**config.mk**
```make
export PLATFORM = sky130hd
export DESIGN_NAME = instr_sequencer
export DESIGN_NICKNAME = d
export VERILOG_FILES = /design/src/rtl/instr_sequencer.sv
export SDC_FILE = /design/constraint.sdc
export NUM_CORES = 1
export LEC_CHECK = 0
export ABC_AREA = 1
export CELL_PAD_IN_SITES_DETAIL_PLACEMENT = 0
export CELL_PAD_IN_SITES_GLOBAL_PLACEMENT = 1
export CORE_ASPECT_RATIO = 1.4
export CORE_MARGIN = 2
export CORE_UTILIZATION = 36
export DETAILED_ROUTE_END_ITERATION = 8
export PLACE_DENSITY = 0.92
export SLEW_MARGIN = 20
export SYNTH_ARGS = -nofsm -noshare
export SYNTH_HDL_FRONTEND = slang
export SYNTH_SLANG_ARGS = --single-unit
```
**constraint.sdc**
```tcl
create_clock -name clk -period 2.9 [get_ports clk]
set_input_delay 0.725 -clock clk [delete_from_list [all_inputs] [get_ports clk]]
set_output_delay 0.725 -clock clk [all_outputs]
set_load 0.03 [all_outputs]
```
**src/rtl/instr_sequencer.sv**
```systemverilog
// Multi-cycle control sequencer for a three-instruction subset (ADD, LW, SW).
// Walks FETCH/DECODE/EXEC/MEM/WB and counts retired instructions.
module instr_sequencer (
    input  logic        clk,
    input  logic        rst_n,
    input  logic        start,
    input  logic        halt_req,
    input  logic [5:0]  opcode,
    input  logic        imem_ready,
    input  logic        dmem_ready,
    output logic        imem_req,
    output logic        dmem_req,
    output logic        ir_load,
    output logic        pc_en,
    output logic        we_reg,
    output logic        we_mem,
    output logic        mem_read,
    output logic [2:0]  alu_control,
    output logic [2:0]  state,
    output logic        illegal,
    output logic [15:0] instr_count
);

    localparam logic [5:0] OP_ADD = 6'b000000;
    localparam logic [5:0] OP_LW  = 6'b100011;
    localparam logic [5:0] OP_SW  = 6'b101011;
    localparam logic [2:0] ALU_ADD = 3'b010;

    typedef enum logic [2:0] {
        S_IDLE   = 3'd0,
        S_FETCH  = 3'd1,
        S_DECODE = 3'd2,
        S_EXEC   = 3'd3,
        S_MEM    = 3'd4,
        S_WB     = 3'd5
    } state_t;

    state_t      state_q;
    state_t      state_d;
    logic [5:0]  op_q;
    logic        illegal_q;
    logic [15:0] cnt_q;
    logic        retire;
    logic        set_ill;
    logic        clr_ill;

    logic dec_add;
    logic dec_lw;
    logic dec_sw;
    logic q_add;
    logic q_lw;
    logic q_sw;

    assign dec_add = (opcode == OP_ADD);
    assign dec_lw  = (opcode == OP_LW);
    assign dec_sw  = (opcode == OP_SW);
    assign q_add   = (op_q == OP_ADD);
    assign q_lw    = (op_q == OP_LW);
    assign q_sw    = (op_q == OP_SW);

    assign state       = state_q;
    assign illegal     = illegal_q;
    assign instr_count = cnt_q;

    always_comb begin
        state_d     = state_q;
        imem_req    = 1'b0;
        dmem_req    = 1'b0;
        ir_load     = 1'b0;
        pc_en       = 1'b0;
        we_reg      = 1'b0;
        we_mem      = 1'b0;
        mem_read    = 1'b0;
        alu_control = 3'b000;
        retire      = 1'b0;
        set_ill     = 1'b0;
        clr_ill     = 1'b0;
        case (state_q)
            S_IDLE: begin
                if (start && !halt_req) begin
                    state_d = S_FETCH;
                    clr_ill = 1'b1;
                end
            end
            S_FETCH: begin
                imem_req = 1'b1;
                if (imem_ready) begin
                    ir_load = 1'b1;
                    pc_en   = 1'b1;
                    state_d = S_DECODE;
                end
            end
            S_DECODE: begin
                unique case (1'b1)
                    dec_add, dec_lw, dec_sw: state_d = S_EXEC;
                    default: begin
                        set_ill = 1'b1;
                        state_d = halt_req ? S_IDLE : S_FETCH;
                    end
                endcase
            end
            S_EXEC: begin
                alu_control = ALU_ADD;
                state_d     = q_add ? S_WB : S_MEM;
            end
            S_MEM: begin
                dmem_req = 1'b1;
                mem_read = q_lw;
                we_mem   = q_sw;
                if (dmem_ready) begin
                    if (q_lw) state_d = S_WB;
                    else      retire  = 1'b1;
                end
            end
            S_WB: begin
                we_reg = 1'b1;
                retire = 1'b1;
            end
            default: state_d = S_IDLE;
        endcase
        // Every retire point shares the same halt-or-continue decision
        if (retire) state_d = halt_req ? S_IDLE : S_FETCH;
    end

    always_ff @(posedge clk or negedge rst_n) begin
        if (!rst_n) begin
            state_q   <= S_IDLE;
            op_q      <= '0;
            illegal_q <= 1'b0;
            cnt_q     <= '0;
        end else begin
            state_q <= state_d;
            if (state_q == S_DECODE) op_q <= opcode;
            if (clr_ill)      illegal_q <= 1'b0;
            else if (set_ill) illegal_q <= 1'b1;
            if (retire) cnt_q <= cnt_q + 16'd1;
        end
    end

endmodule

```
=== Word level (Yosys, flattened, before mapping) ===
Cells that the tools add are included.

* Logic and storage cells: 53
* RAM bits: 0
* Memories: 0
* Bits in registers: 26
* Latch bits: 0
* Bits in read-only memories: 0

* Div/mod/pow operators: 0
* Mux-type cells: 26
* $mul: 0
* Add/subtract/negate cells: 1
* Shifts and indexed selects: 0
* $lt $le $gt $ge: 0
* Reductions and logical operators: 8
* Equality and inequality tests: 14
* Bitwise logic cells: 0

{| class="wikitable"
|+ Operators with widths
! kind !! count
|-
| $eq 6x6->1 const B || 4
|-
| $pmux 3 s6 || 1
|-
| $mux 1 || 17
|-
| $add 16x1->16 const B || 1
|-
| $mux 3 || 5
|-
| $logic_not 6->1 || 2
|-
| $ne 3x3->1 const B || 4
|-
| $eq 3x2->1 const B || 2
|-
| $eq 3x3->1 const B || 2
|-
| $reduce_and 5->1 || 1
|-
| $mux 2 || 2
|-
| $eq 3x1->1 const B || 1
|-
| $logic_not 3->1 || 1
|-
| $reduce_or 3->1 || 1
|-
| $ne 2x2->1 const B || 1
|-
| $pmux 1 s2 || 1
|-
| $reduce_bool 2->1 || 1
|-
| $logic_and 1x1->1 || 1
|-
| $logic_not 1->1 || 1
|}

=== Longest topological paths before layout ===
Gate-level depths: netlist of the first run.

* Depth after elaboration: 6
* Depth in mapped cells: 11
* Depth with buffers taken out: 9

=== Worst setup path before layout of the first run ===
No wires, ideal clock.

* Path type: register to output
* From: register state_q[2] (netlist: state[2])
* To: output port pc_en
* Setup slack: -202 ps
* Data required time: 2175 ps
* Cell stages (with the launch flop): 6
* Buffers on the path: 2
* Data arrival time: 2377 ps
* Cell sequence: dfrtp_1 buf_2 nor3_1 inv_1 nor2_1 buf_4

* Longest elaborated chain between the ends: 2

{| class="wikitable"
|+ RTL lines
! item !! RTL line !! RTL
|-
| start: declaration || 38 || <nowiki>state_t state_q;</nowiki>
|-
| start signal: assignment || 132 || <nowiki>state_q <= state_d;</nowiki>
|-
| $eq 3x1->1 || n/a ||
|-
| $mux 1 || n/a ||
|-
| end: declaration || 14 || <nowiki>output logic pc_en,</nowiki>
|}

No other way between the ends.

=== Final worst setup path of the first run ===
* From: input port imem_ready
* To: output port ir_load

* Longest elaborated chain between the ends: 2

{| class="wikitable"
|+ RTL lines
! item !! RTL line !! RTL
|-
| start: declaration || 9 || <nowiki>input logic imem_ready,</nowiki>
|-
| $mux 1 || 87 || <nowiki>if (imem_ready) begin</nowiki>
|-
| $mux 1 || 78 || <nowiki>case (state_q)</nowiki>
|-
| end: declaration || 13 || <nowiki>output logic ir_load,</nowiki>
|}

No other way between the ends.

==> results of run 1 <==
==> per-stage QoR <==
stage / worst slack, ns / cells / power, mW / area, um^2 / util, %
2_1_floorplan: 0.1160 / 204 / 1.078 / 1539 / -
3_3_place_gp: 0.1524 / 282 / 1.298 / 1934 / 46.40
3_5_place_dp: 0.1282 / 282 / 1.310 / 1934 / 46.40
4_1_cts: 0.1261 / 286 / 1.545 / 1989 / 47.72
5_1_grt: 0.02309 / 286 / 1.644 / 1992 / 47.78
6_report: 0.1338 / 286 / 1.522 / 1992 / 47.78
==> cells in the final DEF, fill, tap and decap left out <==
cell,instances
nor4_1,1
clkdlybuf4s50_1,38
nor2_2,1
nor3_2,1
nor4b_1,1
ha_1,1
a31oi_1,1
nor2_1,19
nor2_4,2
dfrtp_1,26
a21oi_1,4
buf_4,1
nand4_1,6
nand3_1,13
conb_1,2
xnor2_1,2
nor3_4,1
dlymetal6s2s_1,1
nand2_4,3
xor2_1,7
a21oi_2,1
inv_1,24
inv_2,2
nand2_2,1
o21ai_1,1
nand2_1,65
clkbuf_8,4
o21ai_0,5
nor3_1,6
nand3_2,1
==> logic make-up after synthesis <==
group,count (synthesis)
AND/OR/NAND/NOR,121
adder cells (fa/ha/maj),1
XOR/XNOR,9
AO/OA/AOI/OAI,12
buffers and inverters,33
other,1
flip-flops,26
==> what timing repair did <==
| action | in CTS | in global routing |
|---|---|---|
| endpoints found under the setup margin | 0 | 1 |
| endpoints found under the hold margin | 0 | 0 |
| gates resized for setup | 0 | 1 |
==> registers in the layout, summed over array words and instances (netlist names) <==
signal and cells:
illegal 1, op_q 6, instr_count 16, state 3
==> final cells by class <==
type / count / area, um^2
fill: 426 / 2177
multi-input combinational: 145 / 732.0
sequential: 26 / 650.6
timing repair buffer: 40 / 400.4
inverter: 26 / 97.59
tap: 45 / 56.30
clock buffer: 4 / 55.05
==> power by group through the flow <==
stage	combinational [mW]	clock, mW	sequential [mW]
after global placement	0.716	0	0.582
final	0.712	0.230	0.579
after floorplan	0.422	0	0.656
after detailed placement	0.723	0	0.587
after global routing	0.791	0.253	0.600
after CTS	0.724	0.241	0.580
==> worst max path at each step <==
stage,start,to,slack [ns],depth (start not counted)
2_1_floorplan,state[2]$_DFFE_PN0P_,pc_en,0.12,5
3_3_place_gp,imem_ready,ir_load,0.15,4
3_5_place_dp,imem_ready,ir_load,0.13,4
4_1_cts,state[0]$_DFFE_PN0P_,we_mem,0.13,4
5_1_grt,state[0]$_DFFE_PN0P_,ir_load,0.02,5
6_report,imem_ready,ir_load,0.13,4
==> metal layers <==
layer  global-route usage (%)  vias up
li1                         -      707
met1                    19.74      629
met2                    28.56       27
met3                    1.592        2
met4                    4.091        0
met5                        0        -
==> synthesized netlist by cell type, types with 3 or more instances <==
master,count
buf_4,3
dfrtp_1,26
inv_1,24
nand4_1,6
o21ai_0,5
xor2_1,7
nand3_1,13
a21oi_1,4
nor2_1,19
nand2_1,65
nor3_1,7
nand2_4,3
==> worst register-to-register path, delay by kind of cell, from the launching register on <==
kind / cells / cell delay (ns)
flip-flops: 1 / 0.50
AO/OA/AOI/OAI: 1 / 0.17
AND/OR/NAND/NOR: 7 / 0.85
==> flow_metrics.py, run 1 <==
metrics = {
    "clocking": {
        "cts_tree": "built",
        "clock_path_buffers": 2,
        "post_cts_buffers": 0,
        "cts_root_buf": "clkbuf_8",
        "insertion_delay_ns": 0.27,
        "clkSlewWorstSetupHoldPaths_ns": 0.09,
        "clkSinkCount": 26,
        "cts_max_level": 1,
        "ctsHoldBuffers": 0,
        "cts_buffers": 3,
    },
    "pwr": {
        "clockPowerShare_pct": 15.1,
        "p_int_uw": 859.5,
        "combPwrFrac_pct": 46.8,
        "leakagePower_nw": 0.9508,
        "powerDensity_mw_per_mm2": 763.9,
        "ir_worst_vdd_uv": 327.5,
        "switching_power_uw": 662.1,
        "p_seq_share_pct": 38.1,
        "power_switching_share_pct": 43.51,
    },
    "logic_synthesis": {
        "yosys_warnings": 0,
        "ys_ff_latch": 26,
        "synth-compound-area-share_pct": 4.252,
        "yosysTopAreaCell": "dfrtp_1",
        "synthArstFlopShare_pct": 100.0,
        "synth_cell_types": 29,
        "ys_dominant_reg_cell": "dfrtp_1",
        "synth_top_family_by_area": "simple AND/OR/NAND/NOR gates",
        "synth-simple-area-share_pct": 36.79,
        "synth_area_leaders": "dfrtp_1 43%, nand2_1 16%, inv_1 5.9%",
        "synthAdderAreaFrac_pct": 0.8177,
        "syn_area_mm2": 0.001530,
        "synthMuxAreaShare_pct": 0,
        "seq_area_frac_synth_pct": 42.52,
        "synth_top_area_share_pct": 42.52,
        "synthCells": 203,
        "synth_edf_count": 0,
        "synth_xor_area_share_pct": 5.151,
        "syn_avg_cell_area_um2": 7.538,
    },
    "setup_path": {
        "reg2reg_to": "instr_count[4]$_DFFE_PN0P_",
        "cp.required_ns": 2.17,
        "r2r_cells": 8,
        "path_buf_inv": 3,
        "worstSetupPathType": "in2out",
        "worstSetupStartpointType": "input port",
        "critical-path-top-cell-by-count": "clkdlybuf4s50_1",
        "cp.arrival_ns": 2.04,
        "reg2reg_slack_ns": 1.27,
        "critPathSlowestCell": "clkdlybuf4s50_1",
        "timing.rr.start": "state[0]$_DFFE_PN0P_",
        "path_cells": "clkdlybuf4s50_1, inv_1, nor2_1, clkdlybuf4s50_1",
        "cpPeakStageDelay_ns": 0.69,
        "cp_top_family": "buffers and inverters",
        "cp-end-kind": "output port",
        "worstPathMaxFanout": 2,
    },
    "floorplan": {
        "die_width_um": 59.10,
        "dieArea_mm2": 0.004795,
        "start_util_pct": 36.70,
        "rows": 28,
        "io_pins": 42,
        "coreArea_mm2": 0.004169,
        "dieHeight_um": 81.14,
    },
    "place": {
        "hpwl_um": 2615,
        "globalplace.congestion": 0.7857,
        "io_buffer_count": 39,
    },
    "routing": {
        "drt_wl_total_um": 3356,
        "firstDrtPassIters": 4,
        "wl_met3_um": 130,
        "drc": 0,
        "vias": 1365,
        "viasPerCell": 4.773,
        "routed.top_layer": "met4",
        "ant_nets": 0,
        "drtIter0Drc": 22,
        "wl_met2_um": 1767,
        "wl_met1_um": 1441,
        "wl_per_cell_um": 11.73,
    },
    "timing": {
        "period_needed_ns": 2.766,
        "setup-tns-final_ns": 0,
        "setup_viol": 0,
        "drv_slew": 0,
        "fin_crit_sh_pct": 95.38,
        "hold_viol_final": 0,
        "relSlewSlack_pct": 61.98,
        "fmax_mhz": 361.5,
        "rsz0062_at_grt": "false",
        "skew_ns": 0.004298,
        "worst_pin_slew_ns": 0.5682,
        "hold-worst-slack_ns": 0.5087,
    },
    "global_routing": {
        "first_global_vias": 1325,
        "grt_pass1_wl_um": 5899,
        "grt_use_total_pct": 15.80,
        "grt_max_degree": 27,
        "antenna_found_initial": 0,
        "grt_overflow": 0,
    },
    "cells_and_area": {
        "drive_above_1_share_pct": 7.469,
        "final_nets": 255,
        "num_antenna_cells": 0,
        "area_growth_pct": 30.17,
    },
    "min_path": {
        "hp-start": "op_q[1]$_DFFE_PN0P_",
        "min_path_cells": 2,
        "hold_end": "op_q[1]$_DFFE_PN0P_",
        "hold_class": "reg2reg",
    },
    "run": {
        "drv_cap": 0,
    },
    "outcome": {
        "status": "complete, no violations",
    },
}
Note: power is estimated with default switching activity, not from simulation.
==> inputs of run 2 (changes only) <==
--- a/config.mk
+++ b/config.mk
@@ -13,6 +13,7 @@
 export CORE_UTILIZATION = 36
 export DETAILED_ROUTE_END_ITERATION = 8
 export PLACE_DENSITY = 0.92
+export SKIP_CTS_REPAIR_TIMING = 1
 export SLEW_MARGIN = 20
 export SYNTH_ARGS = -nofsm -noshare
 export SYNTH_HDL_FRONTEND = slang
==> results of run 2 <==
Same layout as run 1: the final DEF is identical, and so are final timing and power.
